[src/rtl/freq_analyzer.sv]
// freq_analyzer: finds the strongest of 16 FFT bins in one frame.
//
// A rising edge of fft_valid in IDLE copies all 16 bins into a frame bank.
// SCAN then walks the bank one bin per cycle for 16 cycles and keeps a
// running maximum of re^2 + im^2. On the final scan edge the winning index
// and magnitude are registered and done pulses while in REPORT.
//
// Handshake: fft_valid is a level. A frame starts only on its rising edge
// (sampled 1, previous sample 0) while IDLE. A rising edge seen while busy
// is dropped, and it is not replayed later. There is no backpressure; busy
// is informational only.
//
// Ports:
//   clk                  rising-edge clock
//   rst                  asynchronous reset, active low
//   fft_valid            frame-ready level from the FFT stage
//   fft_d0..fft_d15      bin k: [31:16] signed real, [15:0] signed imag
//   done                 one-cycle pulse when a result is published
//   freq                 index of the strongest bin (held until next done)
//   mag                  unsigned re^2+im^2 of that bin (held until next done)
//   busy                 high in SCAN and REPORT
//   dbg_state            current FSM state (0 IDLE, 1 SCAN, 2 REPORT)
module freq_analyzer #(
  parameter bit TIE_HIGHER = 1'b0
) (
  input  logic        clk,
  input  logic        rst,
  input  logic        fft_valid,
  input  logic [31:0] fft_d0,
  input  logic [31:0] fft_d1,
  input  logic [31:0] fft_d2,
  input  logic [31:0] fft_d3,
  input  logic [31:0] fft_d4,
  input  logic [31:0] fft_d5,
  input  logic [31:0] fft_d6,
  input  logic [31:0] fft_d7,
  input  logic [31:0] fft_d8,
  input  logic [31:0] fft_d9,
  input  logic [31:0] fft_d10,
  input  logic [31:0] fft_d11,
  input  logic [31:0] fft_d12,
  input  logic [31:0] fft_d13,
  input  logic [31:0] fft_d14,
  input  logic [31:0] fft_d15,
  output logic        done,
  output logic [3:0]  freq,
  output logic [31:0] mag,
  output logic        busy,
  output logic [1:0]  dbg_state
);

  typedef enum logic [1:0] {
    S_IDLE   = 2'd0,
    S_SCAN   = 2'd1,
    S_REPORT = 2'd2
  } state_t;

  state_t      state_q, state_d;
  logic [3:0]  idx_q, idx_d;
  logic [31:0] max_q, max_d;
  logic [3:0]  max_idx_q, max_idx_d;
  logic        vld_prev_q, vld_prev_d;
  logic        done_q, done_d;
  logic [3:0]  freq_q, freq_d;
  logic [31:0] mag_q, mag_d;
  logic        busy_q, busy_d;
  logic [31:0] bank_q [16];
  logic [31:0] bank_d [16];
  logic [31:0] din    [16];

  logic               frame_start;
  logic [31:0]        cur_word;
  logic signed [15:0] cur_re, cur_im;
  logic signed [31:0] re_sq, im_sq;
  logic [31:0]        cur_mag;
  logic               replace;
  logic [31:0]        new_max;
  logic [3:0]         new_idx;

  always_comb begin
    din[0]  = fft_d0;  din[1]  = fft_d1;  din[2]  = fft_d2;  din[3]  = fft_d3;
    din[4]  = fft_d4;  din[5]  = fft_d5;  din[6]  = fft_d6;  din[7]  = fft_d7;
    din[8]  = fft_d8;  din[9]  = fft_d9;  din[10] = fft_d10; din[11] = fft_d11;
    din[12] = fft_d12; din[13] = fft_d13; din[14] = fft_d14; din[15] = fft_d15;
  end

  assign frame_start = fft_valid & ~vld_prev_q;

  // Magnitude of the bin under the scan index. Each square is at most 2^30,
  // so the sum (at most 2^31) always fits the unsigned 32-bit result.
  assign cur_word = bank_q[idx_q];
  assign cur_re   = $signed(cur_word[31:16]);
  assign cur_im   = $signed(cur_word[15:0]);
  assign re_sq    = cur_re * cur_re;
  assign im_sq    = cur_im * cur_im;
  assign cur_mag  = $unsigned(re_sq) + $unsigned(im_sq);

  // Bin 0 always seeds the running max; later bins apply the tie rule.
  always_comb begin
    replace = 1'b0;
    if (idx_q == 4'd0) begin
      replace = 1'b1;
    end else if (TIE_HIGHER) begin
      replace = (cur_mag >= max_q);
    end else begin
      replace = (cur_mag > max_q);
    end
    new_max = replace ? cur_mag : max_q;
    new_idx = replace ? idx_q   : max_idx_q;
  end

  always_comb begin
    state_d    = state_q;
    idx_d      = idx_q;
    max_d      = max_q;
    max_idx_d  = max_idx_q;
    vld_prev_d = fft_valid;  // tracks every cycle, so edges seen while busy are consumed
    done_d     = 1'b0;
    freq_d     = freq_q;
    mag_d      = mag_q;
    busy_d     = busy_q;
    bank_d     = bank_q;
    case (state_q)
      S_IDLE: begin
        if (frame_start) begin
          state_d = S_SCAN;
          bank_d  = din;
          idx_d   = 4'd0;
          busy_d  = 1'b1;
        end
      end
      S_SCAN: begin
        max_d     = new_max;
        max_idx_d = new_idx;
        idx_d     = idx_q + 4'd1;
        if (idx_q == 4'd15) begin
          // Publish on the same edge that folds in bin 15.
          state_d = S_REPORT;
          idx_d   = 4'd0;
          done_d  = 1'b1;
          freq_d  = new_idx;
          mag_d   = new_max;
        end
      end
      S_REPORT: begin
        state_d = S_IDLE;
        busy_d  = 1'b0;
      end
      default: begin
        state_d = S_IDLE;
        busy_d  = 1'b0;
      end
    endcase
  end

  always_ff @(posedge clk or negedge rst) begin
    if (!rst) begin
      state_q    <= S_IDLE;
      idx_q      <= 4'd0;
      max_q      <= 32'd0;
      max_idx_q  <= 4'd0;
      vld_prev_q <= 1'b0;
      done_q     <= 1'b0;
      freq_q     <= 4'd0;
      mag_q      <= 32'd0;
      busy_q     <= 1'b0;
      for (int i = 0; i < 16; i++) bank_q[i] <= 32'd0;
    end else begin
      state_q    <= state_d;
      idx_q      <= idx_d;
      max_q      <= max_d;
      max_idx_q  <= max_idx_d;
      vld_prev_q <= vld_prev_d;
      done_q     <= done_d;
      freq_q     <= freq_d;
      mag_q      <= mag_d;
      busy_q     <= busy_d;
      bank_q     <= bank_d;
    end
  end

  assign done      = done_q;
  assign freq      = freq_q;
  assign mag       = mag_q;
  assign busy      = busy_q;
  assign dbg_state = state_q;

endmodule

[config.mk]
export PLATFORM = sky130hd
export DESIGN_NAME = freq_analyzer
export DESIGN_NICKNAME = d
export VERILOG_FILES = /design/src/rtl/freq_analyzer.sv
export SDC_FILE = /design/constraint.sdc
export NUM_CORES = 2
export LEC_CHECK = 0
export CORE_MARGIN = 2
export CORE_UTILIZATION = 58
export DETAILED_ROUTE_END_ITERATION = 10
export PLACE_DENSITY = 0.87
export SLEW_MARGIN = 0
export SYNTH_ARGS = -nofsm -noshare
export SYNTH_HDL_FRONTEND = slang
export SYNTH_SLANG_ARGS = --single-unit
[constraint.sdc]
create_clock -name clk -period 13.2 [get_ports clk]
set_clock_uncertainty 0.05 [all_clocks]
set_input_delay 1.32 -clock clk [delete_from_list [all_inputs] [get_ports clk]]
set_output_delay 1.32 -clock clk [all_outputs]
set_load 0.01 [all_outputs]
======== Word level (Yosys, flattened, before mapping) ========
Cells that the tools add are included.
storage, ports and cells
  logic and storage cells ................. 63
  bits in registers ....................... 593
cells by class
  bitwise logic cells ..................... 4
  $lt $le $gt $ge ......................... 2
  equality and inequality tests ........... 4
  add/subtract/negate cells ............... 2
  reduce and logical (&&, ||, !) cells .... 8
  multiplexer cells ....................... 16
  multipliers ............................. 2
operators with widths
  cell                   count
  $bmux W32 S4           1
  $mux W32               3
  $mul A16 B16 Y32       2
  $add A32 B32 Y32       1
  $gt A32 B32 Y1         1
  $mux W4                3
  $reduce_and A2 Y1      5
  $pmux W4 S2            1
  $ge A5 B5 Y1 const B   1
  $not A4 Y5             1
  $add A4 B1 Y4 const B  1
  $eq A4 B4 Y1 const B   1
  $logic_not A4 Y1       1
  $mux W1                4
  $mux W2                2
  $ne A2 B2 Y1 const B   2
  $pmux W2 S2            1
  $eq A2 B1 Y1 const B   1
  $logic_not A2 Y1       1
  $not A1 Y1             2
  $pmux W1 S2            1
  $reduce_bool A2 Y1     1
  $and A1 B1 Y1          1

======== Longest topological paths before layout ========
  word-level depth ........................ 9
  depth in mapped cells ................... 45
  gate-level depth less buffers ........... 39

======== Worst setup path before layout ========
No wires, ideal clock.
  kind .................................... register -> register
  start point ............................. reg idx_q[0]
  end point ............................... reg max_q[10]
  path buffers ............................ 4
  arrival ................................. 9.934 ns
  setup time .............................. 0.125 ns
  period minus slack after synthesis ...... 10.108 ns
  cell stages (with the launch flop) ...... 37
  data required time ...................... 13.025 ns
  slack ................................... 3.092 ns
  cells stage by stage .................... dfrtp_1 -> buf_4 -> buf_6 -> buf_4 -> mux4_2 -> mux4_2 -> clkinv_1 -> nor2_1 -> inv_1 -> fa_1 -> fa_1 -> fa_1 -> inv_1 -> fa_1 -> fa_1 -> fa_1 -> fa_1 -> inv_1 -> fa_1 -> inv_1 -> ha_1 -> nand3_2 -> nor3_2 -> o21ai_2 -> a2111oi_4 -> o2111a_1 -> nor4_1 -> a311o_1 -> ha_1 -> a21oi_1 -> nor2b_1 -> o21ai_0 -> o211ai_1 -> o21a_1 -> o211ai_1 -> buf_2 -> mux2_2
on the way
  longest elaborated chain between the ends .. 9
  elaborated cells between the ends (all ways) .. 11
RTL lines
  what                                          line    RTL
  start, declared                               59      logic [3:0] idx_q, idx_d;
  start signal, assigned                        170     idx_q <= idx_d;
  $not A4 Y5 (not written as such)              91      assign cur_word = bank_q[idx_q];
  $bmux W32 S4                                  91
  $mux W32 (not written as such) (2 in series)  91
  $mul A16 B16 Y32 (on tied branches)           94, 95
  $add A32 B32 Y32                              96      assign cur_mag = $unsigned(re_sq) + $unsigned(im_sq);
  $gt A32 B32 Y1                                106     replace = (cur_mag > max_q);
  $mux W1                                       101     if (idx_q == 4'd0) begin
  $mux W32 (*)                                  108     new_max = replace ? cur_mag : max_q;
  end signal, assigned                          171     max_q <= max_d;
  end, declared                                 60      logic [31:0] max_q, max_d;
Mark *: on every way between the ends. The rest lies on a longest branch, timed or not. The select of a mux whose other input is x is not followed.
A chain may end at the register's enable or synchronous reset.

======== Final worst setup path ========
  start point ............................. reg idx_q[1]
  end point ............................... reg mag_q[2], in the netlist mag[2]
on the way
  longest elaborated chain between the ends .. 9
  elaborated cells between the ends (all ways) .. 13
RTL lines
  what                                          line    RTL
  $not A4 Y5 (not written as such)              91
  $bmux W32 S4                                  91
  $mux W32 (not written as such) (2 in series)  91
  $mul A16 B16 Y32 (on tied branches)           94, 95
  $add A32 B32 Y32                              96
  $gt A32 B32 Y1                                106
  $mux W1                                       101
  $mux W32                                      108
  end signal, assigned                          176     mag_q <= mag_d;
  end, declared                                 65      logic [31:0] mag_q, mag_d;
Parallel ways exist; a longest one is shown, timed or not. The select of a mux whose other input is x is not followed.

==> results_dict.tcl <==
set metrics [dict create \
    r2r_start "idx_q[1]$_DFFE_PN0P_" \
    setup_viol 0 \
    cts.sinks 593 \
    io_buffers 554 \
    grtUsageMet2 0.585 \
    path_class "flop to flop" \
    rsz0062_at_grt "false" \
    min_to "bank_q[3]$_DFFE_PN0P_" \
    root_buffer "clkbuf_16" \
    groute.usage.overall 0.366 \
    synth_flop_cell "dfrtp_1" \
    io_pins 555 \
    crit_start "idx_q[1]$_DFFE_PN0P_" \
    post-route-period-util 0.924 \
    dieWidth_um 282 \
    row_count 101 \
    slew_violations 0 \
    crit_top_cell "fa_1" \
    yosysUniqueCellTypes 69 \
    drtIter0Drc 3571 \
    reg2reg_depth 35 \
    firstDrtPassIters 6 \
    synth_warnings 0 \
    r2r_end "mag[2]$_DFFE_PN0P_" \
    wire_per_inst_um 22.9 \
    synth_area_per_cell_um2 9.58 \
    cp-start-kind "flop" \
    grt_use_met3 0.108 \
    hold_path.class "flop to flop" \
    cts_buffers 61 \
    worstHoldStart "bank_q[3]$_DFFE_PN0P_" \
    cts_post_setup_buffers_inserted 0 \
    multiInputGateArea_um2 26400 \
    hold_violations 0 \
    dpl.hpwl_mm 111 \
    outcome "complete, no violations" \
    maxCapViolations 0 \
    num-fill-cells 5230 \
    syn_nets 5890 \
    cp_max_fo 47 \
    die_h_um 282 \
    min_path_cells 2 \
    use_met1 0.440 \
    worst_path_largest_cell_delay_ps 950 \
    syn_to_final_growth_pct 19.0 \
    synth.area.top_cells "dfrtp_1 33%, fa_1 23%, nand2_1 15%" \
    synth_edf_count 0 \
    start_util 0.587 \
    relSlewSlack 0.192 \
    viasPerCell 5.67 \
    drt_wl_total_mm 142 \
    coreArea_um2 76200 \
    worstPathRequired_ps 13640 \
    antenna_found_initial 29 \
    grt-ovfl-total 0 \
    ys_ff_latch 593 \
    grt_pass1_vias 37600 \
    drive_gt1_frac 0.0704 \
    end_kind "flop" \
    rrSetupSlack_ps 1010 \
    die-area_um2 79400 \
    clkTransAtPathRegs_ps 60 \
    synth_commonest_cells "1755 x nand2_1, 688 x inv_1, 593 x dfrtp_1" \
    grt_pass1_wl_mm 216 \
    tritoncts "yes" \
    place.gp.congestion 1.02 \
    insertion_delay_ps 660 \
    async_reset_ff_frac 1.00 \
    grt_max_degree 233 \
    nets 6343 \
    busiest_layer "met2" \
    yosys.area.top_type "dfrtp_1" \
    synth-seq-area-share 0.332 \
    worst_pin_slew_ps 1210 \
    clockBufferDepth 3 \
    num_vias 35300 \
    critPathArrivalTime_ps 12630 \
    synthCells 4670 \
    synth.most_common_cell "nand2_1" \
    cts_resized 0 \
    synth_top_area_share 0.332 \
    post_synth_instance_area_um2 44700 \
    seq_area_um2 14800 \
    hold_buffers 0 \
    fin_crit_ps 12190 \
    drc 0 \
    max_freq_mhz 82.0 \
    crit_path_top_delay_cell "dfrtp_4" \
    setup_tns_ps 0 \
    htree_levels 2 \
    ant_nets 0 \
]
## how the worst max path moves through the flow
stage,slack [ps],cells after the start,to
2_1_floorplan,3090,36,max_q[10]$_DFFE_PN0P_
3_3_place_gp,1500,35,mag[10]$_DFFE_PN0P_
3_5_place_dp,1280,35,mag[2]$_DFFE_PN0P_
4_1_cts,1240,35,mag[2]$_DFFE_PN0P_
5_1_grt,530,35,mag[2]$_DFFE_PN0P_
6_report,1010,35,mag[2]$_DFFE_PN0P_
## per-stage QoR
| step | instances | setup WS, ps | hold WS [ps] | util | area [um^2] |
|---|---|---|---|---|---|
| floorplan | 4670 | 3090 | 390 | - | 44700 |
| global placement | 6090 | 1500 | 402 | 0.670 | 51100 |
| detailed placement | 6090 | 1280 | 407 | 0.670 | 51100 |
| CTS | 6200 | 1240 | 423 | 0.698 | 53200 |
| global route | 6217 | 532 | 435 | 0.698 | 53200 |
| finish | 6220 | 1010 | 421 | 0.699 | 53200 |
## state kept, by name (all words and copies together) (netlist names)
name / flops
vld_prev_q: 1
bank_q: 512
busy: 1
max_idx_q: 4
done: 1
idx_q: 4
freq: 4
dbg_state: 2
max_q: 32
mag: 32
## routing by layer
metal,part of all wire,vias up,wire (um)
li1,-,15200,-
met1,0.35,17600,49500
met2,0.47,1972,67100
met3,0.11,478,15000
met4,0.074,16,10500
met5,0.00098,-,140
## final cells by class
cell class              count  share of cell area
inverters                 702              0.0495
clock inverters            24             0.00670
clock buffers              86              0.0325
multi-input cells        3169               0.495
repair buffers            596               0.112
flip-flops and latches    593               0.279
diodes                     20            0.000940
well taps                1030              0.0242
## placed cells by master (no fill, tap or decap), types with 9 or more instances in the layout
cell,instances
mux2i_1,47
o21ai_0,64
mux2_2,45
o21ai_2,9
clkbuf_8,11
ha_1,185
a21o_1,18
nand2_1,1755
nor3_1,15
diode_2,20
fa_1,520
clkinv_2,10
a21oi_1,20
dfrtp_1,589
inv_2,9
clkbuf_1,14
nand2b_1,12
nor2_1,152
xnor2_1,46
o21a_1,15
clkbuf_16,61
buf_4,35
inv_1,688
and2_1,15
mux4_2,145
clkdlybuf4s50_1,553
## kinds of logic after synthesis
group	after synthesis	share of synthesized area
simple gates	1997	0.173
buf+inv	908	0.0794
fa+ha+maj	705	0.284
flops	593	0.332
mux	237	0.0948
compound gates	176	0.0264
xor+xnor	54	0.0106
## worst max-delay path: cells and delay by family, from the launching register on
| kind | cells | cell delay [ps] |
|---|---|---|
| muxes | 3 | 880 |
| DFF | 1 | 950 |
| adders and majority gates | 10 | 4920 |
| and+or+nand+nor | 6 | 850 |
| AOI/OAI and AO/OA | 9 | 2700 |
| buffers and inverters | 7 | 1500 |
Power is left out: the tool's default activity adds up to more than one toggle a clock period on the data nets, which glitch-free logic cannot reach.
